<file path="src/rtl/syncport_seq_ctrl.sv">
// ============================================================================
// Module   : syncport_seq_ctrl
// Purpose  : Sequences a bank of SyncPort channels through fire / catch-or-
//            timeout / gap steps for a programmed number of rounds.
// Revision : 1.0  initial release
// ============================================================================
`default_nettype none

module syncport_seq_ctrl #(
    parameter int N_CH       = 4,
    parameter int _CNT_WIDTH = 32
) (
    input  logic                  io_clk,
    input  logic                  io_rst_n,
    input  logic                  io_start,
    input  logic                  io_abort,
    input  logic [N_CH-1:0]       io_chMask,
    input  logic [15:0]           io_repeat,
    input  logic [_CNT_WIDTH-1:0] io_fbTimeout,
    input  logic [_CNT_WIDTH-1:0] io_gapCnt,
    input  logic [N_CH-1:0]       io_fbCatch,
    output logic [N_CH-1:0]       io_pulseEn,
    output logic                  io_busy,
    output logic                  io_done,
    output logic                  io_aborted,
    output logic [N_CH-1:0]       io_errFlag,
    output logic [3:0]            io_curCh,
    output logic [15:0]           io_roundCnt,
    output logic                  work_End
);

    localparam logic [2:0] S_IDLE   = 3'd0;
    localparam logic [2:0] S_SELECT = 3'd1;
    localparam logic [2:0] S_FIRE   = 3'd2;
    localparam logic [2:0] S_WAIT   = 3'd3;
    localparam logic [2:0] S_GAP    = 3'd4;
    localparam logic [2:0] S_DONE   = 3'd5;

    localparam logic [3:0]            c_LAST_CH  = 4'(N_CH - 1);
    localparam logic [N_CH-1:0]       c_ONE_CH   = {{(N_CH-1){1'b0}}, 1'b1};
    localparam logic [_CNT_WIDTH-1:0] c_CNT_ONE  = {{(_CNT_WIDTH-1){1'b0}}, 1'b1};
    localparam logic [_CNT_WIDTH-1:0] c_CNT_ZERO = '0;

    logic [2:0]            r_state;
    logic [2:0]            w_state_nx;
    logic [2:0]            w_eoc_state;

    logic [N_CH-1:0]       r_mask;
    logic [15:0]           r_repeat;
    logic [_CNT_WIDTH-1:0] r_timeout;
    logic [_CNT_WIDTH-1:0] r_gapLast;
    logic [_CNT_WIDTH-1:0] r_timer;
    logic [N_CH-1:0]       r_catch_d;

    logic [N_CH-1:0]       r_pulseEn;
    logic                  r_busy;
    logic                  r_done;
    logic                  r_aborted;
    logic [N_CH-1:0]       r_errFlag;
    logic [3:0]            r_curCh;
    logic [15:0]           r_roundCnt;

    logic [N_CH-1:0]       w_pulse_nx;
    logic                  w_aborted_nx;
    logic [N_CH-1:0]       w_err_nx;
    logic [3:0]            w_curCh_nx;
    logic [15:0]           w_round_nx;
    logic [_CNT_WIDTH-1:0] w_timer_nx;

    logic [15:0]           w_mask16;
    logic [15:0]           w_catch16;
    logic [15:0]           w_catchd16;
    logic [N_CH-1:0]       w_onehot;
    logic                  w_mask_bit;
    logic                  w_ev;
    logic                  w_tmo;
    logic                  w_gap_end;
    logic                  w_last_ch;
    logic [15:0]           w_round_inc;
    logic                  w_round_done;
    logic                  w_active;
    logic                  w_eoc_take;
    logic                  w_start_ok;

    // Zero-extended copies let a 4-bit channel index address any N_CH.
    assign w_mask16     = 16'(r_mask);
    assign w_catch16    = 16'(io_fbCatch);
    assign w_catchd16   = 16'(r_catch_d);
    assign w_onehot     = c_ONE_CH << r_curCh;
    assign w_mask_bit   = w_mask16[r_curCh];
    assign w_ev         = w_catch16[r_curCh] & ~w_catchd16[r_curCh];
    assign w_tmo        = (r_timeout != c_CNT_ZERO) && (r_timer == (r_timeout - c_CNT_ONE));
    assign w_gap_end    = (r_timer == r_gapLast);
    assign w_last_ch    = (r_curCh == c_LAST_CH);
    assign w_round_inc  = r_roundCnt + 16'd1;
    assign w_round_done = (w_round_inc == r_repeat);
    assign w_eoc_state  = (w_last_ch && w_round_done) ? S_DONE : S_SELECT;
    assign w_start_ok   = (r_state == S_IDLE) && io_start;
    assign w_active     = (r_state == S_SELECT) || (r_state == S_FIRE) ||
                          (r_state == S_WAIT)   || (r_state == S_GAP);
    assign w_eoc_take   = !io_abort &&
                          (((r_state == S_SELECT) && !w_mask_bit) ||
                           ((r_state == S_GAP) && w_gap_end));

    always_ff @(posedge io_clk or negedge io_rst_n) begin
        if (!io_rst_n) begin
            r_state <= S_IDLE;
        end else begin
            r_state <= w_state_nx;
        end
    end

    always_comb begin
        w_state_nx = r_state;
        case (r_state)
            S_IDLE: begin
                if (io_start) begin
                    w_state_nx = ((io_chMask == '0) || (io_repeat == 16'd0)) ? S_DONE : S_SELECT;
                end
            end
            S_SELECT: begin
                if (io_abort)        w_state_nx = S_DONE;
                else if (w_mask_bit) w_state_nx = S_FIRE;
                else                 w_state_nx = w_eoc_state;
            end
            S_FIRE: begin
                w_state_nx = io_abort ? S_DONE : S_WAIT;
            end
            S_WAIT: begin
                if (io_abort)           w_state_nx = S_DONE;
                else if (w_ev || w_tmo) w_state_nx = S_GAP;
            end
            S_GAP: begin
                if (io_abort)       w_state_nx = S_DONE;
                else if (w_gap_end) w_state_nx = w_eoc_state;
            end
            S_DONE:  w_state_nx = S_IDLE;
            default: w_state_nx = S_IDLE;
        endcase
    end

    always_comb begin
        w_curCh_nx   = r_curCh;
        w_round_nx   = r_roundCnt;
        w_err_nx     = r_errFlag;
        w_aborted_nx = r_aborted;
        w_timer_nx   = r_timer;
        case (r_state)
            S_IDLE: begin
                if (io_start) begin
                    w_curCh_nx   = 4'd0;
                    w_round_nx   = 16'd0;
                    w_err_nx     = '0;
                    w_aborted_nx = 1'b0;
                end
            end
            S_FIRE: w_timer_nx = c_CNT_ZERO;
            S_WAIT: begin
                w_timer_nx = r_timer + c_CNT_ONE;
                if (!io_abort && w_ev) begin
                    w_timer_nx = c_CNT_ZERO;
                end else if (!io_abort && w_tmo) begin
                    // A catch in the expiry cycle takes priority, so the flag is set only here.
                    w_timer_nx = c_CNT_ZERO;
                    w_err_nx   = r_errFlag | w_onehot;
                end
            end
            S_GAP:   w_timer_nx = r_timer + c_CNT_ONE;
            default: w_timer_nx = r_timer;
        endcase
        if (w_active && io_abort) begin
            w_aborted_nx = 1'b1;
        end
        if (w_eoc_take) begin
            if (!w_last_ch) begin
                w_curCh_nx = r_curCh + 4'd1;
            end else begin
                w_round_nx = w_round_inc;
                if (!w_round_done) begin
                    w_curCh_nx = 4'd0;
                end
            end
        end
        w_pulse_nx = (w_state_nx == S_FIRE) ? w_onehot : '0;
    end

    always_ff @(posedge io_clk or negedge io_rst_n) begin
        if (!io_rst_n) begin
            r_mask     <= '0;
            r_repeat   <= '0;
            r_timeout  <= '0;
            r_gapLast  <= '0;
            r_timer    <= '0;
            r_catch_d  <= '0;
            r_pulseEn  <= '0;
            r_busy     <= 1'b0;
            r_done     <= 1'b0;
            r_aborted  <= 1'b0;
            r_errFlag  <= '0;
            r_curCh    <= '0;
            r_roundCnt <= '0;
        end else begin
            if (w_start_ok) begin
                r_mask    <= io_chMask;
                r_repeat  <= io_repeat;
                r_timeout <= io_fbTimeout;
                // A gap of 0 still costs one cycle, so store the last count value.
                r_gapLast <= (io_gapCnt == c_CNT_ZERO) ? c_CNT_ZERO : (io_gapCnt - c_CNT_ONE);
            end
            r_timer    <= w_timer_nx;
            r_catch_d  <= io_fbCatch;
            r_pulseEn  <= w_pulse_nx;
            r_busy     <= (w_state_nx != S_IDLE);
            r_done     <= (w_state_nx == S_DONE);
            r_aborted  <= w_aborted_nx;
            r_errFlag  <= w_err_nx;
            r_curCh    <= w_curCh_nx;
            r_roundCnt <= w_round_nx;
        end
    end

    // Abort must kill a strobe in the very FIRE cycle it is raised in, hence the gate.
    assign io_pulseEn  = r_pulseEn & {N_CH{~io_abort}};
    assign io_busy     = r_busy;
    assign io_done     = r_done;
    assign work_End    = r_done;
    assign io_aborted  = r_aborted;
    assign io_errFlag  = r_errFlag;
    assign io_curCh    = r_curCh;
    assign io_roundCnt = r_roundCnt;

endmodule

`default_nettype wire

</file>
<file path="config.mk">
export PLATFORM = sky130hd
export DESIGN_NAME = syncport_seq_ctrl
export DESIGN_NICKNAME = d
export VERILOG_FILES = /design/src/rtl/syncport_seq_ctrl.sv
export SDC_FILE = /design/constraint.sdc
export NUM_CORES = 1
export LEC_CHECK = 0
export CAP_MARGIN = 20
export CORE_ASPECT_RATIO = 0.5
export CORE_MARGIN = 1.5
export CORE_UTILIZATION = 35
export CTS_CLUSTER_DIAMETER = 50
export CTS_CLUSTER_SIZE = 28
export DETAILED_ROUTE_END_ITERATION = 10
export GPL_TIMING_DRIVEN = 0
export PLACE_DENSITY = 0.57
export SYNTH_ARGS = -nofsm -noshare
export SYNTH_HDL_FRONTEND = slang
export SYNTH_SLANG_ARGS = --single-unit
</file>
<file path="constraint.sdc">
create_clock -name io_clk -period 4.28 [get_ports io_clk]
set_clock_uncertainty 0.15 [all_clocks]
set_input_delay 0.642 -clock io_clk [delete_from_list [all_inputs] [get_ports io_clk]]
set_output_delay 0.642 -clock io_clk [all_outputs]
set_load 0.1 [all_outputs]
</file>
After elaboration in Yosys (flattened, before gate mapping):

Index checks and enable logic that the tools add are counted.

* bits in registers: 154
* latch bits: 0
* RAM bits: 0
* ROM bits: 0
* bits of input ports: 92
* memories kept: 0

* add/subtract/negate cells: 5
* $mul: 0
* div/mod/pow operators: 0
* order comparisons: 1
* equal/unequal tests: 13
* shift-type cells: 1
* multiplexer cells: 38
* bitwise logic cells: 5
* reduce and logical (&&, ||, !) cells: 29

Operators by type and width (number)
* 2-to-1 mux 32 bit: 3
* one-hot mux 32 bit (3 select lines): 1
* equality test 32 bit: 2
* 2-to-1 mux 16 bit: 4
* subtractor 32 x 1 -> 32 bit (second input constant): 2
* 2-to-1 mux 4 bit: 9
* adder 32 x 1 -> 32 bit (second input constant): 1
* zero test 32 bit: 1
* nonzero test 32 bit: 1
* 2-to-1 mux 3 bit: 10
* adder 16 x 1 -> 16 bit (second input constant): 1
* equality test 16 bit: 1
* zero test 16 bit: 1
* one-hot mux 3 bit (5 select lines): 1
* binary-select mux 1 bit (select 4 bit): 3
* equality test 3 x 2 -> 1 bit (second input constant): 3
* logical AND 1 bit: 9
* one-hot mux 4 bit (2 select lines): 1
* equality test 3 bit (second input constant): 2
* logical OR 1 bit: 6
* 2-to-1 mux 1 bit: 6
* nonzero test 2 bit: 3
* nonzero test 3 bit: 2
* < comparator 4 x 5 -> 1 bit (second input constant): 1
* other kinds (15): 18

Depth between registers and ports, before layout:

Gate-level depths: netlist (run 1).

* word-level depth: 10
* depth in mapped cells: 13

Least setup slack after synthesis (run 1):

No wires, ideal clock.

* path kind: reg-to-reg
* start point: reg r_timeout[10]
* end point: reg r_busy (netlist: io_busy)
* arrival: 3.563 ns
* data required time: 3.999 ns
* slack: 0.435 ns
* stages on the path, launching flop included: 11
* buffers on the path: 3
* clock period less this slack: 3.845 ns
* cells stage by stage: dfrtp_1 buf_2 or4_1 buf_2 or4b_1 buf_2 o41a_1 a2111oi_2 nand3_1 a311o_1 or3_1

* word-level cells in the longest chain between the ends: 8

RTL lines
* from (decl): line 50 `logic [_CNT_WIDTH-1:0] r_timeout;`
* from (signal assigned): line 206 `r_timeout <= io_fbTimeout;`
* subtractor 32 x 1 -> 32 bit: line 92 `assign w_tmo = (r_timeout != c_CNT_ZERO) && (r_timer == (r_timeout - c_CNT_ONE));`
* equality test 32 bit: line 92
* logical AND 1 bit (*): line 92
* logical OR 1 bit (*): line 131 `else if (w_ev || w_tmo) w_state_nx = S_GAP;`
* 2-to-1 mux 3 bit (*): line 131
* 2-to-1 mux 3 bit (*): line 130 `if (io_abort) w_state_nx = S_DONE;`
* one-hot mux 3 bit (5 select lines) (*): line 115 `case (r_state)`
* net w_state_nx[0]: line 45 `logic [2:0] w_state_nx;`
* nonzero test 3 bit (*): line 213 `r_busy <= (w_state_nx != S_IDLE);`
* to (signal assigned): line 213
* to (decl): line 56 `logic r_busy;`

Mark *: on every way through the listed nets, which the timed path passes. The rest lies on a longest branch.
A chain may end at the register's enable or synchronous reset.

Final worst setup path (run 1):

* start point: reg r_timeout[11]
* end point: reg r_timer[16]

* word-level cells in the longest chain between the ends: 7

RTL lines
* subtractor 32 x 1 -> 32 bit: line 92
* equality test 32 bit: line 92
* logical AND 1 bit (*): line 92
* logical AND 1 bit (*): line 162 `end else if (!io_abort && w_tmo) begin`
* 2-to-1 mux 32 bit (*): line 162
* 2-to-1 mux 32 bit (*): line 160 `if (!io_abort && w_ev) begin`
* one-hot mux 32 bit (3 select lines) (*): line 148 `case (r_state)`
* to (signal assigned): line 210 `r_timer <= w_timer_nx;`
* to (decl): line 52 `logic [_CNT_WIDTH-1:0] r_timer;`

Mark *: on every way between the ends. The rest lies on a longest branch, timed or not.

==> metrics.yaml, run 1 <==
p_int_mw: 4.22
syn-num-nets: 1298
wl_um: 31900
setup_viol_count_final: 0
p_clk_frac: 0.204
synth_enable_flop_cells: 0
synth-simple-area-share: 0.275
p_total_mw: 7.76
core-area_um2: 26900
critPathCaptureType: "flip-flop"
rsz0062_at_grt: "no"
grt_max_degree: 93
power_switching_mw: 3.54
most-common-layout-cells: "nand2_1, dfrtp_1, clkdlybuf4s50_1"
arrival_ns: 4.28
synthCells: 1200
io_buffers: 123
post-place-ws_ns: -0.314
grt_overflow: 0
seqPwrFrac: 0.342
p_sw_frac: 0.456
yosysUniqueCellTypes: 71
dp_hpwl_um: 24400
crit_type: "reg -> reg"
initial_core_util: 0.362
regArea_um2: 3850
synthXorXnorAreaFrac: 0.103
hold_violations: 0
die-area_um2: 28900
antenna_found_initial: 0
ys_seq_area_frac: 0.396
insertion_delay_ns: 0.46
synth_flop_cell: "dfrtp_1"
grt_pass1_vias: 8958
place_congestion: 0.916
finalMaxSlewViolations: 0
layout_setup_ws_ns: 0.185
path_cells: "or4_4 > buf_6 > or4b_1 > buf_4 > o41a_1 > a2111oi_4 > o2111a_2 > a211oi_4 > nor2_4 > clkbuf_4 > nor2_1"
track_usage: 0.228
synthToLayoutAreaGrowth_pct: 25.5
dieWidth_um: 239
synth_mux_area_frac: 0.0150
cp_max_fo: 10
path_buf_inv: 3
setup-tns-final_ns: 0
worst_path_max_delay_cell: "or4_4"
critPathLaunchType: "flip-flop"
hp-class: "in -> async"
clock.fmax_mhz: 244
cts_tree: "yes"
via_per_inst: 5.40
syn_avg_cell_area_um2: 8.12
num_vias: 9372
ioPinCount: 124
r2r-end: "r_timer[16]"
synth-seq-cells: 154
yosysWarnings: 0
htreeDepth: 4
layoutNonFillerInstCount: 1734
die_h_um: 121
ant_nets: 0
vdd_drop_max_mv: 0.396
final_common_cell: "nand2_1"
final_net_count: 1445
netlist_area_um2: 9740
crit_family: "simple AND/OR/NAND/NOR gates"
synth_top_family_by_area: "simple AND/OR/NAND/NOR gates"
first_iter_violations: 817
p_leak_nw: 5.03
slowest_delay_ns: 0.54
slew_headroom: 0.302
synthAdderAreaFrac: 0.00771
cts.sinks: 154
clk_pin_slew_ns: 0.06
fin_crit_ns: 4.09
dr.pass1.iters: 5
grt_pass1_wl_um: 50100
status: "complete, no violations"
antennaDiodeCount: 0
synth-compound-area-share: 0.159
cap_viol_max_count: 0
placementRows: 42
tightest_slew_ns: 1.04
num-fill-cells: 2687
comb_power_share: 0.454
multi_input_area_um2: 5540
ff2ff_setup_slack_ns: 0.19
fin_crit_sh: 0.957
clock-root-buffer: "clkbuf_16"
drive_gt1_frac: 0.0618
cp.required_ns: 4.47
placed_cells: 1699
async_flop_share: 1.00
wl_per_cell_um: 18.4
reg2reg_from: "r_timeout[11]"
rr_worst_depth: 11
drc: 0
cts_max_path_buffers: 2
power-per-cell-area_nw_per_um2: 635
cts_buffers: 17
[stage by stage]
stage           util  area (um^2)  hold WS [ns]
2_1_floorplan      -         9740         0.196
3_3_place_gp   0.425        11400         0.304
3_5_place_dp   0.427        11500         0.314
4_1_cts        0.451        12100        0.0362
5_1_grt        0.454        12200        0.0681
6_report       0.454        12200        0.0158
[how the worst max path moves through the flow]
stage / start / to / slack [ns] / depth (start not counted)
floorplan: r_timeout[10] / io_busy / 0.44 / 10
global placement: io_rst_n / io_roundCnt[2] / -3.98 / 1
detailed placement: r_timeout[4] / r_timer[22] / -0.31 / 11
CTS: r_timeout[3] / io_busy / 0.01 / 11
global route: r_timeout[11] / r_timer[6] / 0.003 / 12
finish: r_timeout[11] / r_timer[16] / 0.19 / 11
[cells by family after synthesis]
kind of cell,Yosys count
flops,154
compound gates,241
xor+xnor,115
fa+ha+maj,6
simple gates,560
mux,13
buf+inv,111
[Yosys cell counts, drive strengths merged (14+ instances only)]
| master | instances | share of area |
|---|---|---|
| nand2 | 250 | 0.096 |
| dfrtp | 154 | 0.40 |
| o21ai | 92 | 0.047 |
| nor2 | 81 | 0.032 |
| clkbuf | 67 | 0.026 |
| xor2 | 60 | 0.054 |
| xnor2 | 55 | 0.049 |
| nor3 | 50 | 0.026 |
| a21oi | 40 | 0.021 |
| inv | 35 | 0.013 |
| nand3 | 35 | 0.018 |
| nor4 | 31 | 0.021 |
| nand4 | 20 | 0.013 |
| o31ai | 19 | 0.015 |
| nor2b | 14 | 0.0090 |
[power groups by stage]
stage | clock network [mW] | registers (mW) | logic [mW]
6_report | 1.59 | 2.65 | 3.52
5_1_grt | 1.68 | 2.72 | 3.89
4_1_cts | 1.61 | 2.62 | 3.49
3_5_place_dp | 0 | 2.63 | 3.43
3_3_place_gp | 0 | 2.62 | 3.37
2_1_floorplan | 0 | 2.57 | 2.32
[worst reg2reg max path, delay by kind of cell, from the launching register on]
kind	cells	cell delay, ns
AO/OA/AOI/OAI	4	1.35
buffers and inverters	3	0.63
flip-flops	1	0.47
AND/OR/NAND/NOR	4	1.38
[area by class of cell]
| type | instances | share of cell area |
|---|---|---|
| sequential | 154 | 0.315 |
| inverter | 35 | 0.0107 |
| multi-input combinational | 935 | 0.453 |
| clock buffer | 17 | 0.0348 |
| clock inverter | 15 | 0.0142 |
| buffer | 73 | 0.0256 |
| tap | 374 | 0.0383 |
| timing repair buffer | 131 | 0.107 |
[state kept, by name, indices dropped and copies added, names as in the netlist]
register / count
io_aborted: 1
io_busy: 1
io_curCh: 4
io_done: 1
io_errFlag: 4
io_roundCnt: 16
r_catch_d: 4
r_gapLast: 32
r_mask: 4
r_pulseEn: 4
r_repeat: 16
r_state: 3
r_timeout: 32
r_timer: 32
[routing by layer]
layer	vias up	wire, um	global-route usage
met2	272	14300	0.362
met1	4552	15100	0.318
met5	-	0	0
met3	36	1940	0.0409
li1	4512	-	-
met4	0	495	0.0684
[repair_timing]
item,in CTS,in global routing
setup endpoints to repair,34,32
hold buffers,0,0
gates cloned,0,0
pin swaps,1,7
buffers inserted,1,5
resized for setup,9,19
Power figures use the tool's default switching activity.
==> inputs of run 2 (changes only) <==
--- a/config.mk
+++ b/config.mk
@@ -5,7 +5,7 @@
 export SDC_FILE = /design/constraint.sdc
 export NUM_CORES = 1
 export LEC_CHECK = 0
-export CAP_MARGIN = 20
+export CAP_MARGIN = 10
 export CORE_ASPECT_RATIO = 0.5
 export CORE_MARGIN = 1.5
 export CORE_UTILIZATION = 35
==> run 2 against run 1 <==
Clock power decreased by 3%. Critical path depth decreased by 1. Non-clock buffer count shrank 2. Final cell count is 0.12% lower. Combinational power is essentially flat. Count of clock-buffer cells in the layout grew 1.
==> metrics.yaml, run 2 (synthesized netlist as in run 1, its figures left out) <==
regArea_um2: 3850  # about the same
io_buffers: 123  # unchanged
gr-usage-met1: 0.320  # +0.00231
slew_headroom: 0.302  # about the same
crit_type: "reg -> reg"
tightest_slew_ns: 1.04  # -0.0000734 ns
initial_core_util: 0.362  # unchanged
insertion_delay_ns: 0.45  # about the same
rr_worst_depth: 10  # -1
drive_gt1_frac: 0.0611  # -0.000645
ff2ff_setup_slack_ns: 0.17  # about the same
p_sw_frac: 0.458  # +0.00188
grt_pass1_wl_um: 50100  # about the same
finalMaxSlewViolations: 0  # unchanged
clk_pin_slew_ns: 0.07  # about the same
largestRegisters: "r_gapLast: 32 flops, r_timeout: 32 flops, r_timer: 32 flops"
fin_crit_sh: 0.960  # +0.00288
htreeDepth: 4  # unchanged
critPathLaunchType: "flip-flop"
antennaDiodeCount: 0  # unchanged
place_area_um2: 11500  # about the same
cts.sinks: 154  # unchanged
ioPinCount: 124  # unchanged
seqPwrFrac: 0.341  # about the same
via_per_inst: 5.40  # -0.15%
placementRows: 42  # unchanged
cp.required_ns: 4.45  # -0.02 ns
dp_hpwl_um: 24400  # about the same
rsz0062_at_grt: "no"
status: "complete, no violations"
wl_per_cell_um: 18.2  # -0.95%
grt_pass1_vias: 8948  # -0.11%
num-fill-cells: 2686  # -0.037%
arrival_ns: 4.27  # about the same
p_int_mw: 4.18  # -0.98%
cp_max_fo: 9  # -1
critPathCaptureType: "flip-flop"
p_clk_frac: 0.200  # -0.004
r2r-end: "io_busy"
p_leak_nw: 5.01  # -0.35%
dr.pass1.iters: 7  # +2
reg2reg_from: "r_timeout[5]"
grt_max_degree: 93  # unchanged
num_vias: 9347  # -0.27%
design_area_um2: 12200  # -0.17%
final_net_count: 1443  # -0.14%
multi_input_area_um2: 5550  # +0.14%
setup-tns-final_ns: 0  # unchanged
vdd_drop_max_mv: 0.396  # about the same
grt_most_used_layer: "met2"
hp-class: "in -> async"
antenna_found_initial: 0  # unchanged
use_met3: 0.0382  # -0.00273
clock-root-buffer: "clkbuf_16"
final_util: 0.453  # -0.000790
power_switching_mw: 3.53  # -0.23%
dieWidth_um: 239  # unchanged
die_h_um: 121  # unchanged
power-per-cell-area_nw_per_um2: 632  # -0.47%
drc: 0  # unchanged
cap_viol_max_count: 0  # unchanged
place_congestion: 0.916  # unchanged
most-common-layout-cells: "nand2_1, dfrtp_1, clkdlybuf4s50_1"
clock.fmax_mhz: 243  # -0.30%
cts_max_path_buffers: 2  # unchanged
grt_overflow: 0  # unchanged
setup_viol_count_final: 0  # unchanged
comb_power_share: 0.459  # +0.005
wl_um: 31500  # -1.1%
grtUsageMet2: 0.359  # -0.00291
cts_tree: "yes"
core-area_um2: 26900  # unchanged
die-area_um2: 28900  # unchanged
synthToLayoutAreaGrowth_pct: 25.3
fin_crit_ns: 4.11  # +0.0123 ns
track_usage: 0.228  # -0.000552
first_iter_violations: 847  # +3.7%
final_common_cell: "nand2_1"
hold_violations: 0  # unchanged
cts_buffers: 17  # unchanged
ant_nets: 0  # unchanged
run 2: what timing repair did:
action | CTS | global route
endpoints found under the setup margin | 41 | 30
pin swaps | 2 | 7
setup buffers | 1 | 2
hold buffers | 0 | 0
endpoints found under the hold margin | 0 | 0
gates resized for setup | 8 | 22
run 2: how the worst max path moves through the flow:
stage,endpoint,startpoint,cells past startpoint,slack (ns)
CTS,io_busy,r_timeout[3],11,-0.05
detailed placement,io_busy,r_timeout[0],11,-0.76
finish,io_busy,r_timeout[5],10,0.17
global route,r_timer[6],r_timeout[10],13,0.006
floorplan,io_busy,r_timeout[10],10,0.44
global placement,io_roundCnt[2],io_rst_n,1,-3.98
run 2: power groups by stage:
stage | clock network [mW] | logic, mW | registers [mW]
after detailed placement | 0 | 3.43 | 2.64
after global routing | 1.63 | 3.91 | 2.70
after CTS | 1.57 | 3.49 | 2.62
final | 1.54 | 3.54 | 2.63
after floorplan | 0 | 2.32 | 2.57
after global placement | 0 | 3.37 | 2.62
run 2: cell type report:
| type | instances | area share |
|---|---|---|
| multi-input cells | 935 | 0.455 |
| flip-flops and latches | 154 | 0.316 |
| repair buffers | 127 | 0.105 |
| well taps | 374 | 0.0384 |
| clock buffers | 18 | 0.0360 |
| plain buffers | 75 | 0.0268 |
| clock inverters | 14 | 0.0120 |
| inverters | 35 | 0.0108 |
run 2: layer usage:
| layer | part of all wire | vias up |
|---|---|---|
| met2 | 0.45 | 272 |
| met4 | 0.014 | 0 |
| met3 | 0.059 | 31 |
| met1 | 0.48 | 4536 |
| met5 | 0 | - |
| li1 | - | 4508 |
run 2: critical path, stage by stage, from the launching register on:
cell and delay [ns]:
dfrtp_1 0.37, clkbuf_1 0.27, nor4_2 0.60, nand3_2 0.37, nor3_2 0.32, mux2_2 0.38, a31oi_1 0.32, o21a_1 0.23
nand3_1 0.17, a311o_1 0.42, or3_1 0.38
run 2: per-stage QoR:
step / cells / setup slack [ns] / hold WS (ns) / power [mW]
global placement: 1697 / -3.98 / 0.304 / 5.99
global route: 1732 / 0.00639 / 0.0707 / 8.24
CTS: 1731 / -0.0494 / 0.0405 / 7.67
detailed placement: 1698 / -0.755 / 0.315 / 6.07
finish: 1732 / 0.173 / 0.0322 / 7.71
floorplan: 1200 / 0.435 / 0.196 / 4.89
==> inputs of run 3 (changes only) <==
--- a/config.mk
+++ b/config.mk
@@ -9,6 +9,7 @@
 export CORE_ASPECT_RATIO = 0.5
 export CORE_MARGIN = 1.5
 export CORE_UTILIZATION = 35
+export CTS_BUF_LIST = sky130_fd_sc_hd__clkbuf_8
 export CTS_CLUSTER_DIAMETER = 50
 export CTS_CLUSTER_SIZE = 28
 export DETAILED_ROUTE_END_ITERATION = 10
==> run 3 against run 2 <==
Final cell count about the same. Sequential power about the same. Worst setup slack got worse by 0.0031 ns. Critical endpoint unchanged.
==> metrics.yaml, run 3 (synthesized netlist as in run 1, its figures left out) <==
final_common_cell: "nand2_1"
gr-usage-met1: 0.316  # -0.00395
core-area_um2: 26900  # unchanged
htreeDepth: 4  # unchanged
placementRows: 42  # unchanged
place_area_um2: 11500  # unchanged
num_vias: 9304  # -0.46%
placed_cells: 1698  # unchanged
via_per_inst: 5.37  # -0.52%
slowest_delay_ns: 0.54  # -0.06 ns
die_h_um: 121  # unchanged
setup_viol_count_final: 0  # unchanged
rsz0062_at_grt: "no"
tightest_slew_ns: 1.05  # +0.0108 ns
io_buffers: 123  # unchanged
final_util: 0.447  # -0.00642
wl_per_cell_um: 18.2  # +0.11%
cp_max_fo: 9  # unchanged
cts_buffers: 17  # unchanged
hp-class: "reg -> reg"
fin_crit_sh: 0.960  # about the same
cts.sinks: 154  # unchanged
dp_hpwl_um: 24400  # unchanged
drc: 0  # unchanged
place_congestion: 0.916  # unchanged
grt_overflow: 0  # unchanged
finalMaxSlewViolations: 0  # unchanged
use_met3: 0.0430  # +0.00478
path_cells: "buf_2 > or4_4 > buf_6 > or4b_1 > buf_6 > o41a_1 > a2111oi_4 > nand3_1 > a311o_1 > or3_1"
arrival_ns: 4.33  # +0.06 ns
most-common-layout-cells: "nand2_1, dfrtp_1, clkdlybuf4s50_1"
cts_tree: "yes"
dr.pass1.iters: 5  # -2
power-per-cell-area_nw_per_um2: 609  # -3.6%
grt_max_degree: 93  # unchanged
drive_gt1_frac: 0.0611  # about the same
fin_crit_ns: 4.11  # +0.00310 ns
initial_core_util: 0.362  # unchanged
track_usage: 0.227  # -0.000329
final_net_count: 1444  # +0.069%
setup-tns-final_ns: 0  # unchanged
wl_um: 31600  # +0.17%
cap_viol_max_count: 0  # unchanged
worst_path_max_delay_cell: "or4_4"
clk_pin_slew_ns: 0.09  # +0.02 ns
status: "complete, no violations"
vdd_drop_max_mv: 0.295  # -26%
clock.fmax_mhz: 243  # about the same
hold_violations: 0  # unchanged
ant_nets: 0  # unchanged
cts_max_path_buffers: 2  # unchanged
p_total_mw: 7.33  # -5.0%
crit_type: "reg -> reg"
die-area_um2: 28900  # unchanged
design_area_um2: 12000  # -1.4%
dieWidth_um: 239  # unchanged
grt_pass1_wl_um: 50000  # -0.28%
synthToLayoutAreaGrowth_pct: 23.5
num-fill-cells: 2710  # +0.89%
cpMostUsedCell: "buf_6"
grtUsageMet2: 0.359  # unchanged
first_iter_violations: 713  # -16%
p_leak_nw: 4.93  # -1.6%
insertion_delay_ns: 0.49  # +0.04 ns
antenna_found_initial: 0  # unchanged
cp.required_ns: 4.50  # +0.05 ns
antennaDiodeCount: 0  # unchanged
grt_pass1_vias: 8960  # +0.13%
critPathLaunchType: "flip-flop"
ioPinCount: 124  # unchanged
largestRegisters: "r_gapLast: 32 flops, r_timeout: 32 flops, r_timer: 32 flops"
clock-root-buffer: "clkbuf_8"
critPathCaptureType: "flip-flop"
grt_most_used_layer: "met2"
slew_headroom: 0.295  # -0.00725
layoutNonFillerInstCount: 1733  # +0.058%
[run 3: cell count changes in the layout (fill, tap and decap cells not counted), sizes merged]
cell,before,now
dlygate4sd3,0,1
[run 3: path summary, 6_finish.rpt]
kind / startpoint / to / slack, ns / cells after the start
setup / recovery: r_timeout[10] / io_busy / 0.17 / 10
hold / removal: r_mask[2] / r_mask[2] / 0.34 / 2
setup reg to reg: r_timeout[10] / io_busy / 0.17 / 10
hold reg to reg: r_mask[2] / r_mask[2] / 0.34 / 2
max in group asynchronous: io_rst_n / io_roundCnt[11] / 2.55 / 3
min in group asynchronous: io_rst_n / r_gapLast[21] / 0.55 / 2
[run 3: power by group]
| group | total (mW) | internal (mW) | switching [mW] |
|---|---|---|---|
| sequential | 2.63 | 1.97 | 0.662 |
| clock | 1.16 | 0.534 | 0.623 |
| combinational | 3.54 | 1.33 | 2.21 |
| total | 7.33 | 3.84 | 3.49 |
[run 3: layout make-up]
type | instances | area (um^2) | share of cell area
clock buffers | 18 | 248 | 0.0206
inverters | 35 | 131 | 0.0109
repair buffers | 128 | 1300 | 0.108
flip-flops and latches | 154 | 3850 | 0.320
plain buffers | 75 | 327 | 0.0272
clock inverters | 14 | 146 | 0.0122
well taps | 374 | 468 | 0.0389
multi-input cells | 935 | 5560 | 0.462
[run 3: critical path: cells and delay by family, from the launching register on]
kind            cells  cell delay [ns]
compound gates      3             1.32
buf+inv             3             0.47
flops               1             0.36
simple gates        4             1.68
[run 3: repair_timing]
action	CTS	global route
gates resized for setup	8	23
pin swaps	2	7
setup buffers	1	2
hold endpoints to repair	62	0
hold buffers	1	0
setup endpoints to repair	41	30
[run 3: metrics by stage]
step	setup WS, ns	hold WS (ns)
floorplan	0.435	0.196
global placement	-3.98	0.304
detailed placement	-0.755	0.315
CTS	-0.0527	0.338
global route	0.000292	0.377
finish	0.170	0.338
[run 3: per-layer routing]
layer,up-vias,share of wire
met5,-,0
met4,0,0.017
met3,33,0.066
met2,273,0.44
met1,4491,0.47
li1,4507,-
